[src/rtl/seq_mult_ctl_if.sv]
// Start/busy/done handshake bundle for the sequential multiplier.
// master = requester (ALU), slave = multiplier.
interface seq_mult_ctl_if #(
   parameter int W = 32
);
   logic         start;
   logic         signed_mode;
   logic [W-1:0] multiplicand;
   logic [W-1:0] multiplier;
   logic         busy;
   logic         done;
   logic [W-1:0] product_hi;
   logic [W-1:0] product_lo;

   modport master (
      output start, signed_mode, multiplicand, multiplier,
      input  busy, done, product_hi, product_lo
   );

   modport slave (
      input  start, signed_mode, multiplicand, multiplier,
      output busy, done, product_hi, product_lo
   );
endinterface

[src/rtl/seq_mult_ctl.sv]
// Sequential shift-add multiplier, W iterations plus one sign-fix cycle.
// Signed operands are multiplied as magnitudes and the sign is applied last.
module seq_mult_ctl #(
   parameter int W = 32
) (
   input  logic          clk,
   input  logic          rst,
   seq_mult_ctl_if.slave bus
);
   localparam int CW = $clog2(W) + 1;

   typedef enum logic [1:0] {IDLE, RUN, FIX} state_t;

   state_t          state;
   state_t          state_nx;
   logic [2*W:0]    acc;
   logic [W-1:0]    mcand;
   logic            neg;
   logic [CW-1:0]   cnt;
   logic            busy_q;
   logic            done_q;
   logic [W-1:0]    prod_hi;
   logic [W-1:0]    prod_lo;

   logic            accept;
   logic            last;
   logic [W-1:0]    abs_a;
   logic [W-1:0]    abs_b;
   logic            neg_in;
   logic [W:0]      sum;
   logic [W:0]      hi_nx;
   logic [2*W-1:0]  res;

   always_comb begin
      state_nx = state;
      accept   = 1'b0;
      last     = (cnt == CW'(W - 1));
      unique case (state)
         IDLE: begin
            if (bus.start) begin
               accept   = 1'b1;
               state_nx = RUN;
            end
         end
         RUN:     if (last) state_nx = FIX;
         FIX:     state_nx = IDLE;
         default: state_nx = IDLE;
      endcase
   end

   // |x| of the most negative value wraps to 2^(W-1), still exact unsigned
   always_comb begin
      abs_a = bus.multiplicand;
      abs_b = bus.multiplier;
      if (bus.signed_mode && bus.multiplicand[W-1])
         abs_a = -bus.multiplicand;
      if (bus.signed_mode && bus.multiplier[W-1])
         abs_b = -bus.multiplier;
      neg_in = bus.signed_mode &
               (bus.multiplicand[W-1] ^ bus.multiplier[W-1]);
      sum   = {1'b0, acc[2*W-1:W]} + {1'b0, mcand};
      hi_nx = acc[0] ? sum : acc[2*W:W];
      res   = neg ? -acc[2*W-1:0] : acc[2*W-1:0];
   end

   always_ff @(posedge clk or posedge rst) begin
      if (rst) begin
         state   <= IDLE;
         acc     <= '0;
         mcand   <= '0;
         neg     <= 1'b0;
         cnt     <= '0;
         busy_q  <= 1'b0;
         done_q  <= 1'b0;
         prod_hi <= '0;
         prod_lo <= '0;
      end else begin
         state  <= state_nx;
         done_q <= 1'b0;
         unique case (state)
            IDLE: begin
               if (accept) begin
                  mcand  <= abs_a;
                  acc    <= {(W + 1)'(0), abs_b};
                  neg    <= neg_in;
                  cnt    <= '0;
                  busy_q <= 1'b1;
               end
            end
            RUN: begin
               acc <= {hi_nx, acc[W-1:0]} >> 1;
               cnt <= cnt + CW'(1);
            end
            FIX: begin
               prod_hi <= res[2*W-1:W];
               prod_lo <= res[W-1:0];
               done_q  <= 1'b1;
               busy_q  <= 1'b0;
            end
            default: ;
         endcase
      end
   end

   assign bus.busy       = busy_q;
   assign bus.done       = done_q;
   assign bus.product_hi = prod_hi;
   assign bus.product_lo = prod_lo;
endmodule

[src/flat_wrapper.sv]
// flat-port wrapper written by rule: the top's interface ports become plain ports
module seq_mult_ctl_flat 
#(
   parameter int W = 32
)
  (clk, rst, bus_start, bus_signed_mode, bus_multiplicand, bus_multiplier, bus_busy, bus_done, bus_product_hi, bus_product_lo);
  seq_mult_ctl_if #(.W(W)) bus_i ();
  input  logic clk;
  input  logic rst;
  input wire logic [$bits(bus_i.start)-1:0] bus_start;
  input wire logic [$bits(bus_i.signed_mode)-1:0] bus_signed_mode;
  input wire logic [$bits(bus_i.multiplicand)-1:0] bus_multiplicand;
  input wire logic [$bits(bus_i.multiplier)-1:0] bus_multiplier;
  output wire logic [$bits(bus_i.busy)-1:0] bus_busy;
  output wire logic [$bits(bus_i.done)-1:0] bus_done;
  output wire logic [$bits(bus_i.product_hi)-1:0] bus_product_hi;
  output wire logic [$bits(bus_i.product_lo)-1:0] bus_product_lo;
  assign bus_i.start = bus_start;
  assign bus_i.signed_mode = bus_signed_mode;
  assign bus_i.multiplicand = bus_multiplicand;
  assign bus_i.multiplier = bus_multiplier;
  assign bus_busy = bus_i.busy;
  assign bus_done = bus_i.done;
  assign bus_product_hi = bus_i.product_hi;
  assign bus_product_lo = bus_i.product_lo;
  seq_mult_ctl #(.W(W)) u_core (.clk(clk), .rst(rst), .bus(bus_i));
endmodule
[config.mk]
export PLATFORM = sky130hd
export DESIGN_NAME = seq_mult_ctl_flat
export DESIGN_NICKNAME = d
export VERILOG_FILES = /design/src/rtl/seq_mult_ctl_if.sv /design/src/rtl/seq_mult_ctl.sv /design/src/flat_wrapper.sv
export SDC_FILE = /design/constraint.sdc
export NUM_CORES = 1
export LEC_CHECK = 0
export CORE_MARGIN = 3
export CORE_UTILIZATION = 45
export DETAILED_ROUTE_END_ITERATION = 10
export DONT_BUFFER_PORTS = 1
export GPL_ROUTABILITY_DRIVEN = 0
export PLACE_DENSITY = 0.64
export SETUP_SLACK_MARGIN = 0.5
export SLEW_MARGIN = 20
export SYNTH_ARGS = -nofsm -noshare
export SYNTH_HDL_FRONTEND = slang
export SYNTH_SLANG_ARGS = --single-unit
[constraint.sdc]
create_clock -name clk -period 13.55 [get_ports clk]
set_input_delay 1.355 -clock clk [delete_from_list [all_inputs] [get_ports clk]]
set_output_delay 1.355 -clock clk [all_outputs]
set_load 0.005 [all_outputs]
==> flow_summary.yaml <==
placed_design:
  number_of_buffer_cells_added_on_primary_ports: 0
  place_worst_setup_slack_ps: 9870
  dp_hpwl_mm: 22.4
grt:
  largest_net_degree_at_the_start_of_global_routing: 115
  use_met1_pct: 36.6
  grt_first_pass_wirelength_mm: 48.8
  global_route.peak_usage_layer: "met1"
  grt_pass1_vias: 8911
  globalRouteMet2Util_pct: 32.0
  antenna_violations_before_repair: 0
  grt_usage_pct: 22.9
  grt_overflow_total: 0
  grt_use_met3_pct: 4.02
run:
  max_cap_viol_count: 0
route:
  post-route-drc-count: 0
  post_drt_via_cell_ratio: 6.04
  wl_mm: 30.0
  drt_iter0_markers: 975
  dr_total_vias: 9543
  postRouteAntennaNets: 0
  drt-wirelength-per-cell_um: 19.0
  drtPass1Iterations: 5
die:
  fp-row-count: 56
  initial_utilization_pct: 46.5
  placeableCoreArea_mm2: 0.0238
  die_w_um: 163
  die_area_mm2: 0.0265
  io_pins: 134
  fp.dieH_um: 163
final_layout:
  ratio_of_cells_with_drive_above_1_in_the_final_layout_pct: 5.63
  finish.net_count: 1352
  final_core_util_pct: 49.8
  syn_to_final_growth_pct: 7.17
  num_antenna_cells: 0
pwr:
  irDropWorstVdd_uv: 108
  power.net_switching_mw: 1.10
  pwr_density_cell_mw_per_mm2: 209
  p_leak_nw: 4.83
  netSwitchingFraction_pct: 44.3
  share_seq_of_total_power_pct: 37.1
  share_comb_of_total_power_pct: 40.9
  clockPowerShare_pct: 22.0
  cell_internal_pwr_mw: 1.38
hold_path:
  min-delay-path-class: "register to register"
clock_network:
  clock_sink_count: 171
  cts-root-buf: "clkbuf_16"
  postCtsResizedCells: 0
  ctsHoldBuffers: 0
  htreeDepth: 4
  cts_made_buffers: 17
  cts.clk_slew.worst_paths_ps: 70
  cts_tree: "yes"
  clock_latency_on_the_worst_skew_pair_ps: 430
  post_cts.repair.setup_buffers: 0
  number_of_buffers_on_the_longest_clock_path: 2
synthesis:
  synth-async-reset-ratio_pct: 100
  synth_area_leaders: "dfrtp_1 39%, o21ai_0 8.0%, xor2_1 7.8%, nand2_1 5.9%, ha_1 4.1%"
  synth-seq-area-share_pct: 38.6
  synth_area_mm2: 0.0111
  ys_types: 67
  postSynth.topFlopCell: "dfrtp_1"
  post_synthesis_cell_type_with_the_largest_combined_area: "dfrtp_1"
  yosys.area.top_type_share_pct: 38.6
  synth.ff_latch_count: 171
  synth-warning-count: 0
  mappedNetlistNets: 1402
  synth_enable_flop_cells: 0
  avgSynthCellArea_um2: 8.54
  syn-instance-count: 1297
critical_path:
  crit_type: "register to register"
  path_delay_family: "simple AND/OR/NAND/NOR gates"
  start_kind: "register"
  crit_path_max_incr_delay_ps: 650
  endpoint_kind: "register"
  cp.arrival_ps: 3980
  critPathMaxFanout: 20
  critical-path-slowest-cell: "or4_4"
  worst_ep_required_time_ps: 13840
  worstPathBufferInverterCount: 1
  reg2reg_slack_ps: 9870
  critical_path.cell_chain: "inv_1, ha_1, nand3b_1, or4_4, or4b_1, o31ai_1, xor2_1, o21ai_1"
sta:
  timing.slew.headroom_pct: 35.5
  tns_ps: 0
  final.setup.worst_slack_ps: 9870
  final-setup-viol-count: 0
  grt_setup_unrepaired: "no"
  tightestPinTransition_ps: 967
  finalMaxSlewViolations: 0
  hold_violations: 0
  final.min_clock_period_ps: 3680
  max_freq_mhz: 271
  clock_tree_skew_after_final_layout_ps: 9.47
  final.period_utilization_pct: 27.2
outcome:
  run_status: "finished, final reports clean"
registers in the layout (all words and copies together) (netlist names):
name and count:
u_core.bus.product_hi 32, u_core.bus.done 1, u_core.bus.busy 1, u_core.cnt 6, u_core.state 2, u_core.acc 64, u_core.neg 1, u_core.mcand 32
u_core.bus.product_lo 32
cell usage in the layout, fill, tap and decap left out, types with 5 or more instances in the layout:
cell       instances
a31oi_1           15
nand2b_1           8
dfrtp_1          170
o211ai_1           8
or2_2              7
nand3_1           18
nor3_1            23
o41ai_1           15
nand4_1            9
ha_1              36
o31ai_1           26
mux2i_1            5
a22oi_1           39
buf_4              5
nor2_1            74
a21oi_1           78
inv_1             20
or3_1             19
xor2_1            98
clkbuf_16         17
o21ai_0          178
o31ai_2            6
or4_1             12
o21ai_1           31
or4_4              6
nor4_1            12
and3_1            10
inv_6              5
a21o_1             7
and4_1             5
xnor2_1           43
nand2_1          174
nor2b_1            9
tightest hold or removal path, cell delays in order (launching register included):
cell and delay (ps):
dfrtp_1 350, nand2_1 50, o21ai_0 60
layer usage:
metal	vias up	share of wire, %
met5	-	0
met2	362	41
met1	4538	49
met4	0	1.3
li1	4610	-
met3	33	9.1
cells in the mapped netlist (all sizes together), types with 5 or more instances:
| master | number |
|---|---|
| a21o | 7 |
| a21oi | 78 |
| a22oi | 39 |
| a31oi | 15 |
| and3 | 10 |
| and4 | 5 |
| buf | 7 |
| clkbuf | 65 |
| dfrtp | 171 |
| ha | 36 |
| inv | 21 |
| mux2i | 5 |
| nand2 | 175 |
| nand2b | 9 |
| nand3 | 18 |
| nand4 | 9 |
| nor2 | 75 |
| nor2b | 10 |
| nor3 | 23 |
| nor4 | 12 |
| o211ai | 8 |
| o21ai | 209 |
| o31ai | 32 |
| o41ai | 17 |
| or2 | 7 |
| or3 | 21 |
| or4 | 18 |
| xnor2 | 43 |
| xor2 | 98 |
kinds of logic after synthesis:
logic type	after synthesis	synth area share (%)
xor gates and xnor gates	141	11.2
buffers and inverters	95	3.63
and+or+nand+nor	401	17.2
DFF	171	38.6
muxes	6	0.554
adders and majority gates	37	4.25
AOI/OAI and AO/OA	446	24.5
path summary, 6_finish.rpt:
kind,from,to,cells past startpoint
setup reg to reg,u_core.acc[0],u_core.bus.product_hi[20],8
max in group asynchronous,rst,u_core.neg,2
min in group asynchronous,rst,u_core.acc[10],1
hold reg to reg,u_core.mcand[11],u_core.mcand[11],2
hold / removal,u_core.mcand[11],u_core.mcand[11],2
setup / recovery,u_core.acc[0],u_core.bus.product_hi[20],8
power groups by stage:
stage	combinational (mW)	sequential, mW	clock [mW]
6_report	1.02	0.921	0.546
3_3_place_gp	0.977	0.913	0
4_1_cts	1.00	0.907	0.552
5_1_grt	1.14	0.941	0.574
3_5_place_dp	0.992	0.917	0
2_1_floorplan	0.805	0.793	0
final cells by class:
type / count / area, µm²
clock buffers: 19 / 453
clock inverters: 13 / 201
fillers: 2285 / 12000
inverters: 21 / 86.3
multi-input cells: 1031 / 6410
flip-flops and latches: 171 / 4280
well taps: 319 / 399
repair buffers: 5 / 37.5
stage by stage:
step	hold WS (ps)	area [µm²]	power [mW]	instances
floorplan	455	11100	1.60	1297
global placement	475	11200	1.89	1547
detailed placement	485	11200	1.91	1547
CTS	500	11900	2.46	1579
global route	524	11900	2.65	1579
finish	495	11900	2.48	1579
Power figures use the tool's default switching activity.
